### config.mk
export PLATFORM = sky130hd
export DESIGN_NAME = debug_uart_dumper_flat
export DESIGN_NICKNAME = d
export VERILOG_FILES = /design/src/rtl/debug_uart_dumper_if.sv /design/src/rtl/debug_uart_dumper.sv /design/src/flat_wrapper.sv
export SDC_FILE = /design/constraint.sdc
export NUM_CORES = 1
export LEC_CHECK = 0
export ABC_CLOCK_PERIOD_IN_PS = 5180
export BUFFER_PORTS_ARGS = -buffer_cell sky130_fd_sc_hd__buf_2
export CORE_ASPECT_RATIO = 1.5
export CORE_MARGIN = 3
export CORE_UTILIZATION = 57
export DETAILED_ROUTE_END_ITERATION = 12
export PLACE_DENSITY = 0.78
export SLEW_MARGIN = 5
export SYNTH_ARGS = -nofsm -noshare
export SYNTH_HDL_FRONTEND = slang
export SYNTH_SLANG_ARGS = --single-unit
### constraint.sdc
create_clock -name clk -period 5.18 [get_ports clk]
set_input_delay 0.259 -clock clk [delete_from_list [all_inputs] [get_ports clk]]
set_output_delay 0.259 -clock clk [all_outputs]
set_load 0.01 [all_outputs]
### src/rtl/debug_uart_dumper_if.sv
// ----------------------------------------------------------------------------
// debug_uart_dumper_if
//   Groups the debug-dump signals between the core side and the UART dumper.
//   master : drives trigger and the four debug words, observes tx/busy/dropped
//   slave  : the dumper; samples trigger/words, drives tx/busy/dropped
// Signals
//   trigger  1   0->1 transition requests a dump (synchronous to clk)
//   word0    32  pc
//   word1    32  data memory address
//   word2    32  instruction
//   word3    32  selected register
//   tx       1   UART serial out, idle high
//   busy     1   high while a frame is in flight
//   dropped  8   saturating count of triggers ignored while busy
// ----------------------------------------------------------------------------
interface debug_uart_dumper_if;
   logic        trigger;
   logic [31:0] word0;
   logic [31:0] word1;
   logic [31:0] word2;
   logic [31:0] word3;
   logic        tx;
   logic        busy;
   logic [7:0]  dropped;

   modport master (
      output trigger, word0, word1, word2, word3,
      input  tx, busy, dropped
   );

   modport slave (
      input  trigger, word0, word1, word2, word3,
      output tx, busy, dropped
   );
endinterface

### src/rtl/debug_uart_dumper.sv
// ----------------------------------------------------------------------------
// debug_uart_dumper
//   On each rising edge of trigger, snapshots the four 32-bit debug words and
//   streams them over an 8N1 UART as uppercase ASCII hex:
//      "PPPPPPPP AAAAAAAA IIIIIIII RRRRRRRR\r\n"  (37 chars)
//   Optional feature macro: DEBUG_DUMP_SEQ_EN
//      defined   -> frame prefixed with "SS:" (8-bit sequence number in hex,
//                   advances once per completed frame), 40 chars per frame.
//      undefined -> 37-char frame, no sequence register.
// Parameters
//   CLKS_PER_BIT  clk cycles per UART bit (2..65535)
// Ports
//   clk   in  board clock, posedge
//   rst   in  asynchronous active-high reset
//   dbg   debug_uart_dumper_if.slave (trigger, word0..3 in; tx, busy, dropped out)
// ----------------------------------------------------------------------------
module debug_uart_dumper #(
   parameter int CLKS_PER_BIT = 868
) (
   input  logic                clk,
   input  logic                rst,
   debug_uart_dumper_if.slave  dbg
);

`ifdef DEBUG_DUMP_SEQ_EN
   localparam int PREFIX_LEN = 3;
`else
   localparam int PREFIX_LEN = 0;
`endif
   localparam int          FRAME_LEN = 37 + PREFIX_LEN;
   localparam logic [5:0]  LAST_CHAR = 6'(FRAME_LEN - 1);
   localparam logic [15:0] BIT_LAST  = 16'(CLKS_PER_BIT - 1);

   typedef enum logic [1:0] {IDLE, START, DATA, STOP} state_t;

   state_t         state_reg;
   logic           trigger_q;
   logic [127:0]   snap_reg;
   logic [5:0]     char_idx_reg;
   logic [2:0]     bit_idx_reg;
   logic [15:0]    baud_reg;
   logic           tx_reg;
   logic           busy_reg;
   logic [7:0]     dropped_reg;
`ifdef DEBUG_DUMP_SEQ_EN
   logic [7:0]     seq_reg;
`endif

   logic           launch;
   logic           bit_done;
   logic [7:0]     char_byte;
   logic [5:0]     ci;
   logic [1:0]     grp;
   logic [5:0]     pos;
   logic [6:0]     nib_sel;

   function automatic logic [7:0] hex_ascii(input logic [3:0] n);
      return (n < 4'd10) ? {4'h3, n} : (8'h37 + {4'h0, n});
   endfunction

   assign launch   = dbg.trigger & ~trigger_q;
   assign bit_done = (baud_reg == 16'd0);

   assign dbg.tx      = tx_reg;
   assign dbg.busy    = busy_reg;
   assign dbg.dropped = dropped_reg;

   // Character currently being sent, derived from char index and snapshot.
   // Each word occupies 9 slots (8 nibbles + separator); slots 35/36 are CR/LF.
   always_comb begin
      char_byte = 8'h20;
      ci        = char_idx_reg - 6'(PREFIX_LEN);
      if (ci < 6'd9) begin
         grp = 2'd0; pos = ci;
      end else if (ci < 6'd18) begin
         grp = 2'd1; pos = ci - 6'd9;
      end else if (ci < 6'd27) begin
         grp = 2'd2; pos = ci - 6'd18;
      end else begin
         grp = 2'd3; pos = ci - 6'd27;
      end
      // snapshot is {word0, word1, word2, word3}; pos 0 is the top nibble
      nib_sel = 7'd127 - {grp, 5'd0} - {2'd0, pos[2:0], 2'd0};
      if (ci == 6'd35)
         char_byte = 8'h0D;
      else if (ci == 6'd36)
         char_byte = 8'h0A;
      else if (pos == 6'd8)
         char_byte = 8'h20;
      else
         char_byte = hex_ascii(snap_reg[nib_sel -: 4]);
`ifdef DEBUG_DUMP_SEQ_EN
      if (char_idx_reg == 6'd0)
         char_byte = hex_ascii(seq_reg[7:4]);
      else if (char_idx_reg == 6'd1)
         char_byte = hex_ascii(seq_reg[3:0]);
      else if (char_idx_reg == 6'd2)
         char_byte = 8'h3A;
`endif
   end

   always_ff @(posedge clk or posedge rst) begin
      if (rst) begin
         state_reg    <= IDLE;
         trigger_q    <= 1'b0;
         snap_reg     <= '0;
         char_idx_reg <= '0;
         bit_idx_reg  <= '0;
         baud_reg     <= '0;
         tx_reg       <= 1'b1;
         busy_reg     <= 1'b0;
         dropped_reg  <= '0;
`ifdef DEBUG_DUMP_SEQ_EN
         seq_reg      <= '0;
`endif
      end else begin
         trigger_q <= dbg.trigger;

         if (launch && (state_reg != IDLE) && (dropped_reg != 8'hFF))
            dropped_reg <= dropped_reg + 8'd1;

         // Counter free-runs down inside a bit and reloads on each boundary.
         if (state_reg != IDLE && !bit_done)
            baud_reg <= baud_reg - 16'd1;

         case (state_reg)
            IDLE: begin
               tx_reg <= 1'b1;
               if (launch) begin
                  snap_reg     <= {dbg.word0, dbg.word1, dbg.word2, dbg.word3};
                  char_idx_reg <= '0;
                  baud_reg     <= BIT_LAST;
                  tx_reg       <= 1'b0;
                  busy_reg     <= 1'b1;
                  state_reg    <= START;
               end
            end
            START: begin
               if (bit_done) begin
                  baud_reg    <= BIT_LAST;
                  bit_idx_reg <= 3'd0;
                  tx_reg      <= char_byte[0];
                  state_reg   <= DATA;
               end
            end
            DATA: begin
               if (bit_done) begin
                  baud_reg <= BIT_LAST;
                  if (bit_idx_reg == 3'd7) begin
                     tx_reg    <= 1'b1;
                     state_reg <= STOP;
                  end else begin
                     bit_idx_reg <= bit_idx_reg + 3'd1;
                     tx_reg      <= char_byte[bit_idx_reg + 3'd1];
                  end
               end
            end
            STOP: begin
               if (bit_done) begin
                  if (char_idx_reg == LAST_CHAR) begin
                     busy_reg  <= 1'b0;
                     state_reg <= IDLE;
`ifdef DEBUG_DUMP_SEQ_EN
                     seq_reg   <= seq_reg + 8'd1;
`endif
                  end else begin
                     // next char starts immediately, no idle gap
                     char_idx_reg <= char_idx_reg + 6'd1;
                     baud_reg     <= BIT_LAST;
                     tx_reg       <= 1'b0;
                     state_reg    <= START;
                  end
               end
            end
            default: state_reg <= IDLE;
         endcase
      end
   end

endmodule

### src/flat_wrapper.sv
// flat-port wrapper written by rule: the top's interface ports become plain ports
module debug_uart_dumper_flat 
#(
   parameter int CLKS_PER_BIT = 868
)
  (clk, rst, dbg_trigger, dbg_word0, dbg_word1, dbg_word2, dbg_word3, dbg_tx, dbg_busy, dbg_dropped);
  debug_uart_dumper_if dbg_i ();
  input  logic clk;
  input  logic rst;
  input wire logic [$bits(dbg_i.trigger)-1:0] dbg_trigger;
  input wire logic [$bits(dbg_i.word0)-1:0] dbg_word0;
  input wire logic [$bits(dbg_i.word1)-1:0] dbg_word1;
  input wire logic [$bits(dbg_i.word2)-1:0] dbg_word2;
  input wire logic [$bits(dbg_i.word3)-1:0] dbg_word3;
  output wire logic [$bits(dbg_i.tx)-1:0] dbg_tx;
  output wire logic [$bits(dbg_i.busy)-1:0] dbg_busy;
  output wire logic [$bits(dbg_i.dropped)-1:0] dbg_dropped;
  assign dbg_i.trigger = dbg_trigger;
  assign dbg_i.word0 = dbg_word0;
  assign dbg_i.word1 = dbg_word1;
  assign dbg_i.word2 = dbg_word2;
  assign dbg_i.word3 = dbg_word3;
  assign dbg_tx = dbg_i.tx;
  assign dbg_busy = dbg_i.busy;
  assign dbg_dropped = dbg_i.dropped;
  debug_uart_dumper #(.CLKS_PER_BIT(CLKS_PER_BIT)) u_core (.clk(clk), .rst(rst), .dbg(dbg_i));
endmodule
; ---- Yosys cells after proc, flatten, opt, wreduce, memory -nomap -nowiden
; Index checks and enable logic that the tools add are counted.
; W data, S select, Z words.
[totals]
ff_bits = 166
in_bits = 131
output_inout_bits = 10
wordCells = 103
[op_classes]
n_addsub = 10
order_cmp = 5
eq_ne = 16
shifts = 1
muxes = 44
bitwise = 2
n_reduce_logical = 16
[op_table]
columns = operator, n
row1 = $shiftx A131 B8 Y4, 1
row2 = $mux W16, 5
row3 = $pmux W16 S3, 1
row4 = $mux W6, 6
row5 = $mux W8, 4
row6 = $logic_not A16 Y1, 1
row7 = $reduce_and A4 Y1, 4
row8 = $sub A16 B1 Y16 const B, 1
row9 = $mux W2, 7
row10 = $eq A6 B6 Y1 const B, 2
row11 = $lt A6 B5 Y1 const B, 2
row12 = $mux W1, 12
row13 = $ne A2 B1 Y1 const B, 6
row14 = $pmux W6 S2, 1
row15 = $sub A6 B5 Y6 const B, 2
row16 = $mux W3, 3
row17 = $add A8 B1 Y8 const B, 1
row18 = $ne A8 B8 Y1 const B, 1
row19 = $pmux W2 S4, 1
row20 = $add A6 B4 Y7 const A, 1
row21 = $sub A7 B5 Y7, 1
row22 = $sub A7 B7 Y7 const A, 1
row23 = $add A6 B1 Y6 const B, 1
row24 = $eq A6 B4 Y1 const B, 1
row25 = other kinds (22), 28

; ---- Depth between registers and ports, before layout
[depth]
ltp_word = 17
depth_mapped = 20
depth_no_buf = 17

; ---- Least setup slack after synthesis
; Ideal clock, no wire load.
[synth_path]
kind = flip-flop to flip-flop
startpoint = register u_core.char_idx_reg[1]
endpoint = register u_core.tx_reg, in the netlist u_core.dbg.tx
setup_ns = 0.081
arrival_time_ns = 3.787
required_time_ns = 5.099
path_slack_ns = 1.312
path_stages_with_launch = 21
path_buffers = 3
synth_period_minus_slack_ns = 3.868
path_cell_list = dfrtp_1 -> inv_1 -> ha_1 -> nand2b_4 -> a311o_1 -> o21ai_2 -> buf_4 -> buf_4 -> buf_4 -> nand3_1 -> a211o_1 -> and4_1 -> o211a_1 -> o211a_1 -> ha_1 -> and3_1 -> mux2_1 -> a32oi_1 -> o21ai_0 -> a31oi_1 -> o21ai_1
[synth_via]
elab_chain_len = 17
word_cells_on_any_way = 32
cone_classes = 6 x add/sub / 4 x order compare / 4 x eq/ne / 1 x shift / 16 x mux / 1 x reduce/logical
[synth_lines]
columns = element, line_no
row1 = start: declaration, debug_uart_dumper.sv:39  ; logic [5:0] char_idx_reg;
row2 = start signal: assignment, debug_uart_dumper.sv:168  ; char_idx_reg <= char_idx_reg + 6'd1;
row3 = $lt A6 B5 Y1, debug_uart_dumper.sv:77  ; end else if (ci < 6'd27) begin
row4 = $mux W1, debug_uart_dumper.sv:77
row5 = $mux W2, debug_uart_dumper.sv:75  ; end else if (ci < 6'd18) begin
row6 = $mux W2, debug_uart_dumper.sv:73  ; if (ci < 6'd9) begin
row7 = $sub A7 B7 Y7, debug_uart_dumper.sv:83  ; nib_sel = 7'd127 - {grp, 5'd0} - {2'd0, pos[2:0], 2'd0};
row8 = $sub A7 B5 Y7, debug_uart_dumper.sv:83
row9 = $shiftx A131 B8 Y4, debug_uart_dumper.sv:91  ; char_byte = hex_ascii(snap_reg[nib_sel -: 4]);
row10 = $add A6 B4 Y7 / $lt A4 B4 Y1 (equally long branches), debug_uart_dumper.sv:58  ; return (n < 4'd10) ? {4'h3, n} : (8'h37 + {4'h0, n});
row11 = $mux W8, debug_uart_dumper.sv:58
row12 = $mux W8, debug_uart_dumper.sv:88  ; else if (pos == 6'd8)
row13 = $mux W8, debug_uart_dumper.sv:86  ; else if (ci == 6'd36)
row14 = $mux W8, debug_uart_dumper.sv:84  ; if (ci == 6'd35)
row15 = $bmux W1 S3, debug_uart_dumper.sv:154  ; tx_reg <= char_byte[bit_idx_reg + 3'd1];
row16 = $mux W1 (not written as such), debug_uart_dumper.sv:154
row17 = $mux W1, debug_uart_dumper.sv:149  ; if (bit_idx_reg == 3'd7) begin
row18 = $mux W1, debug_uart_dumper.sv:147  ; if (bit_done) begin
row19 = $pmux W1 S4, debug_uart_dumper.sv:126  ; case (state_reg)
row20 = end signal: assignment, debug_uart_dumper.sv:142  ; tx_reg <= char_byte[0];
row21 = end signal: assignment, debug_uart_dumper.sv:154
row22 = end: declaration, debug_uart_dumper.sv:42  ; logic tx_reg;
; Parallel ways exist; a longest one is shown, timed or not. The select of a mux whose other input is x is not followed.
; A chain may end at the register's enable or synchronous reset.

; ---- Final worst setup path
; Ends and elaborated chain as after synthesis.

==> metrics.csv <==
metric,value,unit
status,"finished, violations left",
failing checks,negative hold slack,
Critical Path RT,5540,ps
GPL Wtd Cong,0.959,
DRT iter0 DRCs,564,
Register Area,4160,µm²
Clock power frac,19.7,%
vias per inst,5.76,
final hold violation count,17,
"Cell Area, Synth",8990,µm²
reg2reg path depth,17,
critical path class,flip-flop to flip-flop,
largest net degree at the start of global routing,88,
Slew HR,30.0,%
Startpoint Class,flip-flop,
min Tclk post-route,4640,ps
Hold WC Path Type,input pin to async pin,
Gate power share,45.8,%
"Core Util, Final",68.3,%
Fillers,1304,
reg2reg end,u_core.dbg.tx$_DFFE_PP1P_,
CP endpoint kind,flip-flop,
Die X,109,µm
Die H,160,µm
post-synth top area share,45.9,%
Synth area leader,dfrtp_1,
Sw Ratio,42.6,%
core area,15300,µm²
maximum vdd drop,0.339,mV
internal power,3.87,mW
unrepaired setup endpoints after global routing,false,
PD cells,647,nW/µm²
Cell variety after synth,82,
full die area,17300,µm²
"Seq/Total Area, Yosys",46.2,%
layout cells sized above 1,19.0,%
diode count,0,
multi-input logic area,4490,µm²
worst-path fanout max,32,
max-cap viol count,0,
H-tree lvl count,4,
Yosys reg bits,166,
ranking of synthesized cells by area,"dfrtp_1 46%, nand2_1 18%, mux2i_1 3.1%",
initial antenna violation count,0,
IO buf count,140,
Max Root-Sink Buffers,2,
Starting Density,58.8,%
P&R area growth vs syn,16.1,%
synth warn,0,
clock root cell,clkbuf_16,
post-route DRC violation count,0,
TritonCTS Buffers,17,
# rows,55,
Final period util,89.6,%
total setup violations reported at the end of the flow,0,
"Slew Viols, Final",0,
crit path DAT,5000,ps
Routed Antenna Nets,0,
"setup slack, reg-to-reg",540,ps
IO Pins,141,
drt pass-1 iters,5,
WL final,24300,µm
nets,1318,
reg-to-reg critical path startpoint,u_core.char_idx_reg[1]$_DFFE_PP0P_,
syn avg cell area,8.54,µm²
clock edge transition at the registers on the reported setup and hold paths,70,ps
syn nets,1199,
fmax,215,MHz
worst hold slack,-16.6,ps
main flop type after synthesis,dfrtp_1,
vias in the first global route,7972,
sequential share of power,34.6,%
Max Clock Skew,11.4,ps
Routed WL per cell,17.6,µm
clk sinks,166,
Overall Global Routing Usage,28.9,%
Vias,7970,
grt ovf,0,
setup_tns,0,ps
first-pass GRT wire length,39100,µm
Worst Setup SP,u_core.char_idx_reg[1]$_DFFE_PP0P_,
Post-synth EDFFs,0,
LEAKAGE,5.33,nW
PostCTS Resize Cnt,0,
Sw Pwr,2.88,mW
fraction of registers with async set/reset,100,%
Synth Instances,1053,
Post-CTS Setup Bufs,0,
clk_lat worst skew,430,ps
Slew @ Worst Pin,1050,ps
max reg flops,128,
Final HPWL DP,17900,µm
CTS tree,built,
-- cell usage after synthesis, types with 5 or more instances --
cell / n
nand2_1: 435
dfrtp_1: 165
nor2_1: 38
clkbuf_1: 34
o21ai_0: 30
mux2i_1: 28
and3_1: 25
a211oi_1: 19
a21oi_1: 17
xnor2_1: 17
ha_1: 15
inv_1: 14
nand3_1: 14
mux2_2: 11
nand4_1: 11
buf_2: 9
nor4_1: 9
a2111oi_0: 7
buf_4: 7
nor3_1: 7
a211o_1: 6
a21o_1: 6
a22oi_1: 6
buf_6: 6
a22o_1: 5
a31oi_1: 5
nand2b_1: 5
o31ai_1: 5
-- worst max-delay path, stage by stage, from the launching register on --
cell and delay [ps]:
dfrtp_1 480, ha_1 330, o21ai_2 320, nand2_4 110
mux2i_4 700, nand2_4 400, buf_4 310, a211oi_1 250
o31ai_1 130, o221a_2 350, inv_1 100, ha_1 180
and3_1 180, mux2_1 130, a32oi_1 90, o21ai_0 260
a31oi_1 120, o21ai_1 140
-- worst max-delay path by stage --
stage                     slack [ps]                           end
after CTS                        620     u_core.dbg.tx$_DFFE_PP1P_
final                            540     u_core.dbg.tx$_DFFE_PP1P_
after floorplan                  430  u_core.baud_reg[0]$_DFF_PP0_
after global placement           750     u_core.dbg.tx$_DFFE_PP1P_
after global routing             250     u_core.dbg.tx$_DFFE_PP1P_
after detailed placement         650     u_core.dbg.tx$_DFFE_PP1P_
-- through the flow --
step,setup slack (ps),hold WS [ps],cells,total power [mW],instance area (µm²)
after global routing,253,13.4,1384,7.22,10400
after global placement,752,383,1346,5.31,9760
after detailed placement,650,386,1346,5.38,9760
after CTS,616,0.883,1384,6.75,10400
final,537,-16.6,1384,6.75,10400
after floorplan,433,290,1053,4.57,8990
-- cell type report --
class	instances	area share, %
Sequential cell	166	39.8
Inverter	16	0.623
Clock buffer	18	4.11
Timing Repair Buffer	158	8.27
Tap cell	199	2.39
Clock inverter	14	1.79
Multi-Input combinational cell	813	43.0
-- kinds of logic (layout without fill, tap and decap cells) --
group                    Yosys count  count (layout)  synth area share, %
AND/OR/NAND/NOR                  571             571                 26.9
flip-flops                       166             166                 46.2
buffers and inverters             74             206                 4.01
adder cells (fa/ha/maj)           15              15                 2.09
multiplexers                      43              43                 5.37
XOR/XNOR                          20              20                 1.95
AO/OA/AOI/OAI                    164             164                 13.5
-- power by group through the flow --
stage | logic (mW) | clock network, mW | registers [mW]
after floorplan | 2.44 | 0 | 2.13
after global placement | 2.98 | 0 | 2.33
after detailed placement | 3.05 | 0 | 2.33
after CTS | 3.08 | 1.35 | 2.32
after global routing | 3.44 | 1.40 | 2.38
final | 3.09 | 1.33 | 2.33
-- metal layers --
| layer | share of wire [%] | GRT usage [%] | wire [µm] | vias up |
|---|---|---|---|---|
| met3 | 4.4 | 4.65 | 1070 | 89 |
| met1 | 39 | 32.7 | 9360 | 3761 |
| met2 | 52 | 50.7 | 12600 | 285 |
| li1 | - | - | - | 3835 |
| met4 | 5.2 | 16.2 | 1270 | 0 |
| met5 | 0 | 0 | 0 | - |
-- timing repair --
item | CTS | global route
hold endpoints to repair | 6 | 0
hold buffers | 6 | 0
setup endpoints to repair | 0 | 0
-- cell usage in the layout, fill, tap and decap left out, types with 4 or more instances in the layout --
master,netlist,final
o31ai_1,5,5
a311o_1,4,4
a21boi_0,4,4
and3_1,25,25
or3_1,4,4
o22ai_1,4,4
nor2_1,38,36
xnor2_1,17,17
a211o_1,6,6
a211oi_1,19,19
o21ai_0,30,30
a22o_1,5,5
clkbuf_16,0,17
inv_6,0,4
nand2_1,435,435
buf_2,9,140
nor3_1,7,7
mux2i_1,28,27
dlygate4sd3_1,0,6
a2111oi_0,7,7
nand2b_1,5,5
a21o_1,6,6
mux2_2,11,11
nand4_1,11,11
dfrtp_1,165,165
buf_4,7,11
nor4_1,9,9
inv_1,14,13
a31oi_1,5,5
a22oi_1,6,6
a21oi_1,17,17
nand3_1,14,14
ha_1,15,15
No activity file was read; power rests on OpenSTA's default activity.
